File: config.mk
export PLATFORM = sky130hd
export DESIGN_NAME = mem_stage_dmem_ctrl
export DESIGN_NICKNAME = d
export VERILOG_FILES = /design/src/rtl/mem_stage_dmem_ctrl.sv
export SDC_FILE = /design/constraint.sdc
export NUM_CORES = 1
export LEC_CHECK = 0
export BUFFER_PORTS_ARGS = -buffer_cell sky130_fd_sc_hd__buf_2
export CAP_MARGIN = 40
export CORE_MARGIN = 5
export CORE_UTILIZATION = 50
export CTS_BUF_LIST = sky130_fd_sc_hd__clkbuf_8
export CTS_CLUSTER_DIAMETER = 30
export CTS_CLUSTER_SIZE = 16
export DETAILED_ROUTE_END_ITERATION = 7
export PLACE_DENSITY = 0.83
export RECOVER_POWER = 50
export REMOVE_ABC_BUFFERS = 1
export SLEW_MARGIN = 15
export SYNTH_ARGS = -nofsm -noshare
export SYNTH_HDL_FRONTEND = slang
export SYNTH_SLANG_ARGS = --single-unit
File: constraint.sdc
create_clock -name clk -period 4.6 [get_ports clk]
set_input_delay 0 -clock clk [delete_from_list [all_inputs] [get_ports clk]]
set_output_delay 0 -clock clk [all_outputs]
set_load 0.005 [all_outputs]
File: src/rtl/mem_stage_dmem_ctrl.sv
// rtl/mem_stage_dmem_ctrl.sv - MEM-stage data-memory request/response controller with lane alignment
`timescale 1ns/1ps
module mem_stage_dmem_ctrl #(
    parameter int unsigned WAIT_LIMIT = 0
) (
    input  logic        clk,
    input  logic        rst,
    input  logic        mem_read_i,
    input  logic        mem_write_i,
    input  logic [2:0]  funct3_i,
    input  logic [31:0] addr_i,
    input  logic [31:0] wdata_i,
    output logic        dmem_read_o,
    output logic        dmem_write_o,
    output logic [31:0] dmem_addr_o,
    output logic [31:0] dmem_wdata_o,
    output logic [3:0]  dmem_mbe_o,
    input  logic        dmem_resp_i,
    input  logic [31:0] dmem_rdata_i,
    output logic        stall_o,
    output logic [31:0] load_data_o,
    output logic        load_valid_o,
    output logic        misalign_o,
    output logic        timeout_o
);

    localparam logic [1:0] S_IDLE = 2'd0;
    localparam logic [1:0] S_BUSY = 2'd1;
    localparam logic [1:0] S_DONE = 2'd2;

    // access width encoding
    localparam logic [1:0] W_BYTE = 2'd0;
    localparam logic [1:0] W_HALF = 2'd1;
    localparam logic [1:0] W_WORD = 2'd2;

    logic [1:0]  state_q;
    logic        read_q, write_q;
    logic [31:0] addr_q, wdata_q;
    logic [3:0]  mbe_q;
    logic [1:0]  off_q, width_q;
    logic        uns_q, is_load_q;
    logic [31:0] load_data_q;
    logic [31:0] wait_cnt_q;
    logic        timeout_q;

    logic        is_store, op, misaligned, accept;
    logic [1:0]  off, width;
    logic [3:0]  mbe_n;
    logic [31:0] wdata_n, rshift, load_ext;

    // Decode the incoming op: width, alignment, lane placement. A store wins over a load.
    always_comb begin
        is_store = mem_write_i;
        op       = mem_read_i | mem_write_i;
        off      = addr_i[1:0];
        case (funct3_i)
            3'd0:    width = W_BYTE;
            3'd1:    width = W_HALF;
            3'd4:    width = is_store ? W_WORD : W_BYTE;
            3'd5:    width = is_store ? W_WORD : W_HALF;
            default: width = W_WORD;
        endcase
        misaligned = ((width == W_HALF) && off[0]) || ((width == W_WORD) && (off != 2'b00));
        mbe_n   = 4'b0000;
        wdata_n = 32'd0;
        if (is_store) begin
            case (width)
                W_BYTE: begin
                    mbe_n   = 4'b0001 << off;
                    wdata_n = {24'd0, wdata_i[7:0]} << {off, 3'b000};
                end
                W_HALF: begin
                    mbe_n   = 4'b0011 << off;
                    wdata_n = {16'd0, wdata_i[15:0]} << {off, 3'b000};
                end
                default: begin
                    mbe_n   = 4'hF;
                    wdata_n = wdata_i;
                end
            endcase
        end
        accept = (state_q == S_IDLE) && op && !misaligned;
    end

    // Shift the returned word down to the addressed byte and extend to 32 bits.
    always_comb begin
        rshift = dmem_rdata_i >> {off_q, 3'b000};
        case (width_q)
            W_BYTE:  load_ext = {{24{rshift[7] & ~uns_q}}, rshift[7:0]};
            W_HALF:  load_ext = {{16{rshift[15] & ~uns_q}}, rshift[15:0]};
            default: load_ext = rshift;
        endcase
    end

    // Request FSM: latch the op in IDLE, hold the request in BUSY, release the pipeline in DONE.
    always_ff @(posedge clk or negedge rst) begin
        if (!rst) begin
            state_q     <= S_IDLE;
            read_q      <= 1'b0;
            write_q     <= 1'b0;
            addr_q      <= 32'd0;
            wdata_q     <= 32'd0;
            mbe_q       <= 4'd0;
            off_q       <= 2'd0;
            width_q     <= 2'd0;
            uns_q       <= 1'b0;
            is_load_q   <= 1'b0;
            load_data_q <= 32'd0;
            wait_cnt_q  <= 32'd0;
            timeout_q   <= 1'b0;
        end else begin
            case (state_q)
                S_IDLE: begin
                    if (accept) begin
                        state_q    <= S_BUSY;
                        read_q     <= ~is_store;
                        write_q    <= is_store;
                        addr_q     <= {addr_i[31:2], 2'b00};
                        wdata_q    <= wdata_n;
                        mbe_q      <= mbe_n;
                        off_q      <= off;
                        width_q    <= width;
                        uns_q      <= funct3_i[2];
                        is_load_q  <= ~is_store;
                        wait_cnt_q <= 32'd0;
                    end
                end
                S_BUSY: begin
                    if (dmem_resp_i) begin
                        state_q <= S_DONE;
                        read_q  <= 1'b0;
                        write_q <= 1'b0;
                        addr_q  <= 32'd0;
                        wdata_q <= 32'd0;
                        mbe_q   <= 4'd0;
                        if (is_load_q) begin
                            load_data_q <= load_ext;
                        end
                    end else begin
                        wait_cnt_q <= wait_cnt_q + 32'd1;
                        if ((WAIT_LIMIT != 0) && (wait_cnt_q == WAIT_LIMIT - 1)) begin
                            timeout_q <= 1'b1;
                        end
                    end
                end
                default: begin
                    state_q <= S_IDLE;
                end
            endcase
        end
    end

    // Input-dependent flags are gated by reset so every output reads 0 while rst is low.
    always_comb begin
        stall_o      = rst & ((state_q == S_BUSY) | accept);
        misalign_o   = rst & (state_q == S_IDLE) & op & misaligned;
        load_valid_o = (state_q == S_DONE) & is_load_q;
        dmem_read_o  = read_q;
        dmem_write_o = write_q;
        dmem_addr_o  = addr_q;
        dmem_wdata_o = wdata_q;
        dmem_mbe_o   = mbe_q;
        load_data_o  = load_data_q;
        timeout_o    = timeout_q;
    end

endmodule

Yosys cells after proc, flatten, opt, wreduce, memory -nomap -nowiden
Index checks and enable logic that the tools add are counted.
{"block": "totals", "in_bits": 104, "word_cells": 77, "ff_bits": 110, "out_inout_bits": 106}
{"block": "classes", "eq_ne": 10, "n_reduce_logical": 16, "shift": 5, "muxes": 24, "bitwise": 11}
{"op": "$pmux W32 S2", "count": 4}
{"op": "$mux W32", "count": 4}
{"op": "$shl A16 B5 Y32", "count": 1}
{"op": "$shl A8 B5 Y32", "count": 1}
{"op": "$shr A32 B5 Y32", "count": 1}
{"op": "$pmux W4 S2", "count": 2}
{"op": "$mux W4", "count": 3}
{"op": "$mux W2", "count": 4}
{"op": "$pmux W2 S4", "count": 1}
{"op": "$and A1 B1 Y1", "count": 7}
{"op": "$eq A2 B1 Y1 const B", "count": 3}
{"op": "$eq A3 B3 Y1 const B", "count": 2}
{"op": "$logic_not A2 Y1", "count": 3}
{"op": "$reduce_and A3 Y1", "count": 2}
{"op": "$eq A2 B2 Y1 const B", "count": 2}
{"op": "$logic_and A1 B1 Y1", "count": 4}
{"op": "$ne A2 B2 Y1 const B", "count": 2}
{"op": "$pmux W1 S2", "count": 2}
{"op": "$pmux W2 S2", "count": 1}
{"op": "$reduce_and A2 Y1", "count": 2}
{"op": "$reduce_bool A2 Y1", "count": 2}
{"op": "$shl A1 B2 Y4 const A", "count": 1}
{"op": "$shl A2 B2 Y4 const A", "count": 1}
{"op": "$eq A3 B1 Y1 const B", "count": 1}
{"op": "other kinds (6)", "count": 10}

Longest topological paths before layout
Gate-level depths: netlist of run 1.
{"block": "depth", "depth_word": 9, "ltp_mapped": 7, "ltp_nobuf": 4}

Worst setup path after synthesis of run 1
OpenSTA, ideal clock, no wires.
{"block": "synth_timing", "path_type": "register to register", "from": "register off_q[1]", "to": "register load_data_q[21], in the netlist load_data_o[21]", "stages_incl_launch_ff": 5, "synth_period_minus_slack_ns": 1.573, "setup_time_ns": 0.126, "slack_ns": 3.027, "arrival_ns": 1.447, "t_required_ns": 4.474, "cell_sequence": "dfrtp_1 mux4_1 o211ai_2 buf_4 nand3_1"}
{"block": "synth_via", "elab_chain_cells": 3, "elab_cells_between_ends": 4}
{"element": "start, declared", "line": "40", "rtl": "logic [1:0] off_q, width_q;"}
{"element": "start signal, assigned", "line": "104", "rtl": "off_q <= 2'd0;"}
{"element": "start signal, assigned", "line": "121", "rtl": "off_q <= off;"}
{"element": "$shr A32 B5 Y32 *", "line": "87", "rtl": "rshift = dmem_rdata_i >> {off_q, 3'b000};"}
{"element": "$and A1 B1 Y1, on equally long branches", "line": "90, 89"}
{"element": "$pmux W32 S2 *", "line": "88", "rtl": "case (width_q)"}
{"element": "end signal, assigned", "line": "137", "rtl": "load_data_q <= load_ext;"}
{"element": "end, declared", "line": "42", "rtl": "logic [31:0] load_data_q;"}
Mark *: on every way between the ends. The rest lies on a longest branch, timed or not.
A chain may end at the register's enable or synchronous reset.

Worst setup path after layout of run 1
{"block": "layout_timing", "from": "register off_q[1]", "to": "register load_data_q[23], in the netlist load_data_o[23]"}
The elaborated chain is that of the path after synthesis.

==> results of run 1 <==
## flip-flops by register name, indices dropped and copies added (netlist names)
register      flops
dmem_addr_o      30
dmem_read_o       1
uns_q             1
state_q           2
is_load_q         1
dmem_mbe_o        4
off_q             2
width_q           2
load_data_o      32
dmem_write_o      1
dmem_wdata_o     32
## metrics by stage
| stage | util [%] | total power, mW | cells | hold WS, ns |
|---|---|---|---|---|
| floorplan | - | 2.040 | 418 | -0.2956 |
| global placement | 61.65 | 2.557 | 761 | 0.09679 |
| detailed placement | 62.36 | 2.650 | 764 | 0.1179 |
| CTS | 73.46 | 3.408 | 864 | 0.03229 |
| global route | 72.77 | 3.578 | 866 | 0.05987 |
| finish | 72.80 | 3.384 | 867 | 0.04582 |
## layout by cell type, fill, tap and decap left out, drive strengths merged
cell / netlist / routed
a21o: 6 / 6
a21oi: 20 / 20
a221o: 1 / 1
a221oi: 15 / 15
a22o: 39 / 39
a22oi: 8 / 8
and2: 12 / 12
and3: 18 / 18
and3b: 1 / 1
buf: 27 / 144
bufinv: 0 / 3
clkbuf: 14 / 80
clkinv: 0 / 1
conb: 1 / 3
dfrtp: 108 / 108
diode: 0 / 1
dlygate4sd3: 0 / 85
inv: 3 / 5
mux2: 13 / 13
mux2i: 18 / 18
mux4: 1 / 1
nand2: 29 / 29
nand2b: 1 / 1
nand3: 30 / 30
nand4b: 1 / 1
nor2: 27 / 27
nor2b: 4 / 4
nor3: 4 / 4
o2111ai: 1 / 1
o211ai: 1 / 1
o21a: 3 / 3
o21ai: 19 / 19
o221ai: 1 / 1
o2bb2ai: 27 / 27
o311ai: 1 / 1
o31a: 1 / 1
or2: 1 / 1
xnor2: 1 / 1
## worst max-delay path, delay by kind of cell (launching register included)
family                 cells  cell delay (ns)
flip-flops                 1             0.70
multiplexers               1             0.58
AO/OA/AOI/OAI              2             0.85
buffers and inverters      1             0.25
## Yosys cell counts, drive strengths merged (3+ instances only)
master   number
a21o          6
a21oi        20
a221oi       15
a22o         39
a22oi         8
and2         12
and3         18
buf          27
clkbuf       14
dfrtp       108
inv           3
mux2         13
mux2i        18
nand2        29
nand3        30
nor2         27
nor2b         4
nor3          4
o21a          3
o21ai        19
o2bb2ai      27
## logic make-up after synthesis
kind of cell / synth area share (%)
flops: 53.68
mux: 7.008
xor+xnor: 0.1740
compound gates: 21.92
other cells: 0.07448
simple gates: 12.43
buf+inv: 4.722
## report_power, final
part	switching [mW]	internal, mW	total (mW)
Clock	0.321	0.378	0.698
Sequential	0.237	1.26	1.49
Combinational	0.613	0.580	1.19
Total	1.17	2.21	3.38
## area by class of cell
cell class	instances	area share, %
well taps	133	2.328
repair buffers	299	26.68
flip-flops and latches	108	37.81
multi-input cells	307	29.51
inverters	3	0.1575
diodes	1	0.03501
clock buffers	10	1.925
clock inverters	6	1.558
## worst paths after layout
path | end | depth (start not counted) | slack (ns)
max | load_data_o[23] | 4 | 2.05
min | off_q[0] | 2 | 0.05
max reg2reg | load_data_o[23] | 4 | 2.05
min reg2reg | load_data_o[2] | 2 | 0.49
max in group asynchronous | dmem_addr_o[29] | 3 | 3.22
min in group asynchronous | dmem_wdata_o[17] | 2 | 0.26
## routing by layer
metal  global-route usage [%]  wire length, µm  vias up
met4                    14.34              734        2
met5                        0                7        -
met1                    34.02             6552     2483
met3                    6.814             1605       75
met2                    46.32             8456      321
li1                         -                -     2239
## timing repair
| action | 4_1_cts | 5_1_grt |
|---|---|---|
| setup endpoints to repair | 0 | 0 |
| hold buffers | 84 | 1 |
| hold endpoints to repair | 134 | 1 |
| setup buffers | 0 | 0 |
==> Implementation_results.wiki, run 1 <==
{| class="wikitable"
! Metric !! Value
|-
| Library cell used as clock root buffer || sky130_fd_sc_hd__clkbuf_8
|-
| Arr. time, crit path || 2.75 ns
|-
| Crit path from || off_q[1]
|-
| Clk Latency, worst-skew pair || 0.37 ns
|-
| Cell count after synthesis || 457
|-
| Number of I/O pins || 210
|-
| Average routed wire per standard cell || 20.02 µm
|-
| RSZ-0062 raised after global routing || false
|-
| Setup Skew || 0.01098 ns
|-
| Routed Wire Length || 17.36 mm
|-
| Fin crit period || 2.553 ns
|-
| Layout Area Growth over Synthesis || 41.97%
|-
| Achievable frequency || 391.7 MHz
|-
| Power density over the cells || 473.4 nW/µm²
|-
| Origin of the critical flop-to-flop path || off_q[1]
|-
| Summed negative setup slack over all endpoints || 0 ns
|-
| Via count of the first global-routing pass || 5216
|-
| CTS tree || built
|-
| DRC violations left || 0
|-
| Area occupied by multi-input gates || 2110 µm²
|-
| Mean instance size in the synthesized netlist || 11.02 µm²
|-
| Type of destination of the critical path || register
|-
| Number of library cell types mapped by synthesis || 41
|-
| Aggregate global routing overflow || 0
|-
| Warnings, synthesis || 1
|-
| Count of pins over their slew limit || 0
|-
| Number of gates given a new drive strength after cts || 0
|-
| Core ar. || 9819 µm²
|-
| CTS sink cnt || 108
|-
| Maximum ir drop on the vdd rail || 0.0002724 V
|-
| Antenna violations before repair || 1
|-
| Overall Global Routing Usage || 27.98%
|-
| Max incr delay on CP || 0.70 ns
|-
| Die Y || 110.3 µm
|-
| Share of cells above drive strength 1 || 24.15%
|-
| Placed Area || 6123 µm²
|-
| Depth of the CTS H-tree || 3
|-
| Class of the tightest hold or removal check || input port to register
|-
| Critical path, cell by cell || buf_8, mux4_1, o211ai_2, o311ai_0
|-
| Minimum setup slack in the final design || 2.047 ns
|-
| Transition at the pin with the smallest max-transition slack || 0.9290 ns
|-
| Sequential cell area || 2703 µm²
|-
| Startpoint of the tightest hold check path || addr_i[0]
|-
| Site Rows || 36
|-
| Starting Density || 51.27%
|-
| Top FF cell, synth || sky130_fd_sc_hd__dfrtp_1
|-
| Summed instance area of the synthesized netlist || 5035 µm²
|-
| Area share of the largest cell type after synthesis || 53.68%
|-
| Slowest stage cell, crit path || sky130_fd_sc_hd__dfrtp_1
|-
| Port buffer count || 206
|-
| Outcome || complete, no violations
|-
| Post-DP HPWL || 10.51 mm
|-
| Die X || 110.3 µm
|-
| Maximum clock insertion buffer count || 2
|-
| Final hold violations || 0
|-
| Final setup violation count || 0
|-
| Kind of critical path || register to register
|-
| Sequential fraction of the synthesis area || 53.68%
|-
| Data required time at the worst endpoint || 4.80 ns
|-
| DR vias || 5120
|-
| Num CTS Buffers || 9
|-
| Placer's final routability congestion estimate || 0.8279
|-
| Post-route fraction of the period consumed by the critical path || 55.50%
|-
| Synthesized flop and latch total || 108
|-
| Detail Route Antenna Nets || 0
|-
| Worst slack after detailed placement || 2.068 ns
|-
| Via-per-instance ratio || 5.905
|-
| Drt first pass iters || 7
|-
| Startpoint Class || register
|-
| Maximum fanout along the worst path || 17
|-
| Violation count after the first detailed-route iteration || 476
|-
| Global-route wire length before repair || 26.23 mm
|-
| Die area || 12180 µm²
|-
| Number of enable flip-flop cells after synthesis || 0
|-
| Relative max-transition margin || 38.07%
|-
| Max-cap violations || 0
|-
| Fillcell total || 733
|-
| Largest net degree at the start of global routing || 62
|-
| Leak Pwr || 3.490 nW
|-
| Clock-pin slew on the worst setup and hold paths || 0.10 ns
|-
| Final #Nets || 832
|-
| Cell types with the largest area share after synthesis || sky130_fd_sc_hd__dfrtp_1, sky130_fd_sc_hd__a22o_1, sky130_fd_sc_hd__o2bb2ai_1
|-
| Dominant cell type by area after synthesis || sky130_fd_sc_hd__dfrtp_1
|-
| Post-synth ARST share || 100.0%
|-
| Area of all placed cells without fillers || 7148 µm²
|}
No activity file was read; power rests on OpenSTA's default activity.
==> run 2: changes to the inputs <==
==> constraint.sdc (replaced) <==
create_clock -name clk -period 2.5 [get_ports clk]
set_input_delay 0 -clock clk [delete_from_list [all_inputs] [get_ports clk]]
set_output_delay 0 -clock clk [all_outputs]
set_load 0.005 [all_outputs]
==> Implementation_results.wiki, run 2 (synthesis gave the netlist of run 1 again) <==
{| class="wikitable"
! Metric !! Value
|-
| Kind of critical path || input port to register
|-
| Final #Nets || 831
|-
| Worst slack after detailed placement || 0.6484 ns
|-
| Met2 Usage GRT || 46.45%
|-
| Leak Pwr || 3.438 nW
|-
| Max incr delay on CP || 0.61 ns
|-
| Global-route wire length before repair || 26.33 mm
|-
| Number of cell instances on the worst register-to-register path || 4
|-
| Power density over the cells || 848.7 nW/µm²
|-
| Drt first pass iters || 7
|-
| CTS sink cnt || 108
|-
| Maximum clock insertion buffer count || 2
|-
| Relative max-transition margin || 14.51%
|-
| Grt peak-use layer || met2
|-
| Post-DP HPWL || 10.62 mm
|-
| Depth of the CTS H-tree || 3
|-
| Starting Density || 51.27%
|-
| Violation count after the first detailed-route iteration || 454
|-
| Num CTS Buffers || 9
|-
| Endpoint with the worst hold slack || off_q[1]
|-
| Placed Area || 6118 µm²
|-
| Class of the tightest hold or removal check || input port to register
|-
| Average routed wire per standard cell || 19.25 µm
|-
| Data required time at the worst endpoint || 2.79 ns
|-
| Placer's final routability congestion estimate || 0.8697
|-
| Summed negative setup slack over all endpoints || 0 ns
|-
| Critical path's most frequent cell || sky130_fd_sc_hd__dlygate4sd3_1
|-
| Fin crit period || 2.218 ns
|-
| Overall Global Routing Usage || 27.92%
|-
| Slowest stage cell, crit path || sky130_fd_sc_hd__dlygate4sd3_1
|-
| Routed Wire Length || 16.65 mm
|-
| Number of gates given a new drive strength after cts || 0
|-
| Critical path, cell by cell || dlygate4sd3_1, buf_2, a21oi_2, buf_4, and3_1, a221oi_1, dlygate4sd3_1, o2bb2ai_1
|-
| Post-route fraction of the period consumed by the critical path || 88.71%
|-
| Post-CTS repair timing setup buffer count || 0
|-
| Die X || 110.3 µm
|-
| CTS tree || built
|-
| Largest net degree at the start of global routing || 62
|-
| Origin of the critical flop-to-flop path || state_q[0]
|-
| Sequential cell area || 2703 µm²
|-
| Achievable frequency || 450.9 MHz
|-
| Clk Latency, worst-skew pair || 0.37 ns
|-
| Library cell used as clock root buffer || sky130_fd_sc_hd__clkbuf_8
|-
| Type of destination of the critical path || register
|-
| Final setup violation count || 0
|-
| Global routing met3 resource utilization || 7.746%
|-
| RSZ-0062 raised after global routing || false
|-
| Number of I/O pins || 210
|-
| Via count of the first global-routing pass || 5278
|-
| Minimum setup slack in the final design || 0.2823 ns
|-
| Layout Area Growth over Synthesis || 40.08%
|-
| DR vias || 5037
|-
| Commonest non-fill, non-tap cell in the layout || sky130_fd_sc_hd__buf_2
|-
| Overall power of the completed layout || 5.986 mW
|-
| Area of all placed cells without fillers || 7053 µm²
|-
| Met1 Track Usage GR || 32.81%
|-
| Crit Reg-Reg Endpoint || uns_q
|-
| Count of pins over their slew limit || 0
|-
| Worst reg2reg setup slack || 0.64 ns
|-
| Detail Route Antenna Nets || 0
|-
| Share of cells above drive strength 1 || 24.04%
|-
| Transition at the pin with the smallest max-transition slack || 1.282 ns
|-
| Max-cap violations || 0
|-
| Startpoint Class || input port
|-
| Maximum ir drop on the vdd rail || 0.0004155 V
|-
| Final antenna diode count || 0
|-
| Startpoint of the tightest hold check path || addr_i[1]
|-
| Setup Skew || 0.01001 ns
|-
| Clock-pin slew on the worst setup and hold paths || 0.10 ns
|-
| Antenna violations before repair || 1
|-
| Crit path from || funct3_i[2]
|-
| Outcome || complete, no violations
|-
| Core ar. || 9819 µm²
|-
| Final Instance Count excl. Fillers || 865
|-
| Maximum fanout along the worst path || 25
|-
| Hold depth || 2
|-
| Port buffer count || 206
|-
| Aggregate global routing overflow || 0
|-
| Area occupied by multi-input gates || 2110 µm²
|-
| Most used cells in the layout excluding fill and tap cells || sky130_fd_sc_hd__buf_2, sky130_fd_sc_hd__dfrtp_1, sky130_fd_sc_hd__dlygate4sd3_1, sky130_fd_sc_hd__clkbuf_1, sky130_fd_sc_hd__a22o_1
|-
| Fillcell total || 767
|-
| Via-per-instance ratio || 5.823
|-
| Post-CTS Hold Buffers || 81
|-
| DRC violations left || 0
|-
| Die area || 12180 µm²
|-
| Arr. time, crit path || 2.50 ns
|-
| Final hold violations || 0
|-
| Die Y || 110.3 µm
|-
| Cell total after placement || 768
|-
| Site Rows || 36
|}
==> run 2: worst max-delay path by stage <==
stage | slack [ns] | end
after floorplan | 0.03 | dmem_wdata_o[0]
after global placement | 0.72 | off_q[1]
after detailed placement | 0.65 | width_q[0]
after CTS | 0.43 | dmem_wdata_o[27]
after global routing | 0.23 | dmem_wdata_o[25]
final | 0.28 | dmem_wdata_o[25]
==> run 2: cell type report <==
cell class | instances | share of cell area (%)
well taps | 133 | 2.359
flip-flops and latches | 108 | 38.32
inverters | 3 | 0.1597
repair buffers | 298 | 26.11
clock inverters | 3 | 0.6032
multi-input cells | 307 | 29.91
clock buffers | 13 | 2.537
==> run 2: per-layer routing <==
metal / routed length (µm) / share of wire, %
met2: 8200 / 49
met4: 709 / 4.3
met1: 6195 / 37
met3: 1535 / 9.2
met5: 11 / 0.066
==> run 2: critical path, delay by kind of cell <==
| family | cells | cell delay, ns |
|---|---|---|
| buf+inv | 4 | 1.58 |
| simple gates | 1 | 0.46 |
| compound gates | 3 | 0.44 |
==> run 2: report_power, final <==
group	switching [mW]	internal, mW
logic	1.12	1.02
registers	0.399	2.31
clock network	0.573	0.572
total	2.09	3.90
==> run 2: stage by stage <==
stage                     utilization [%]  hold WS, ns
final                               71.83      0.01386
after global routing                71.83     0.004020
after CTS                           72.82     0.003704
after detailed placement            62.31     -0.08576
after global placement              62.31     -0.09148
after floorplan                         -      -0.2956
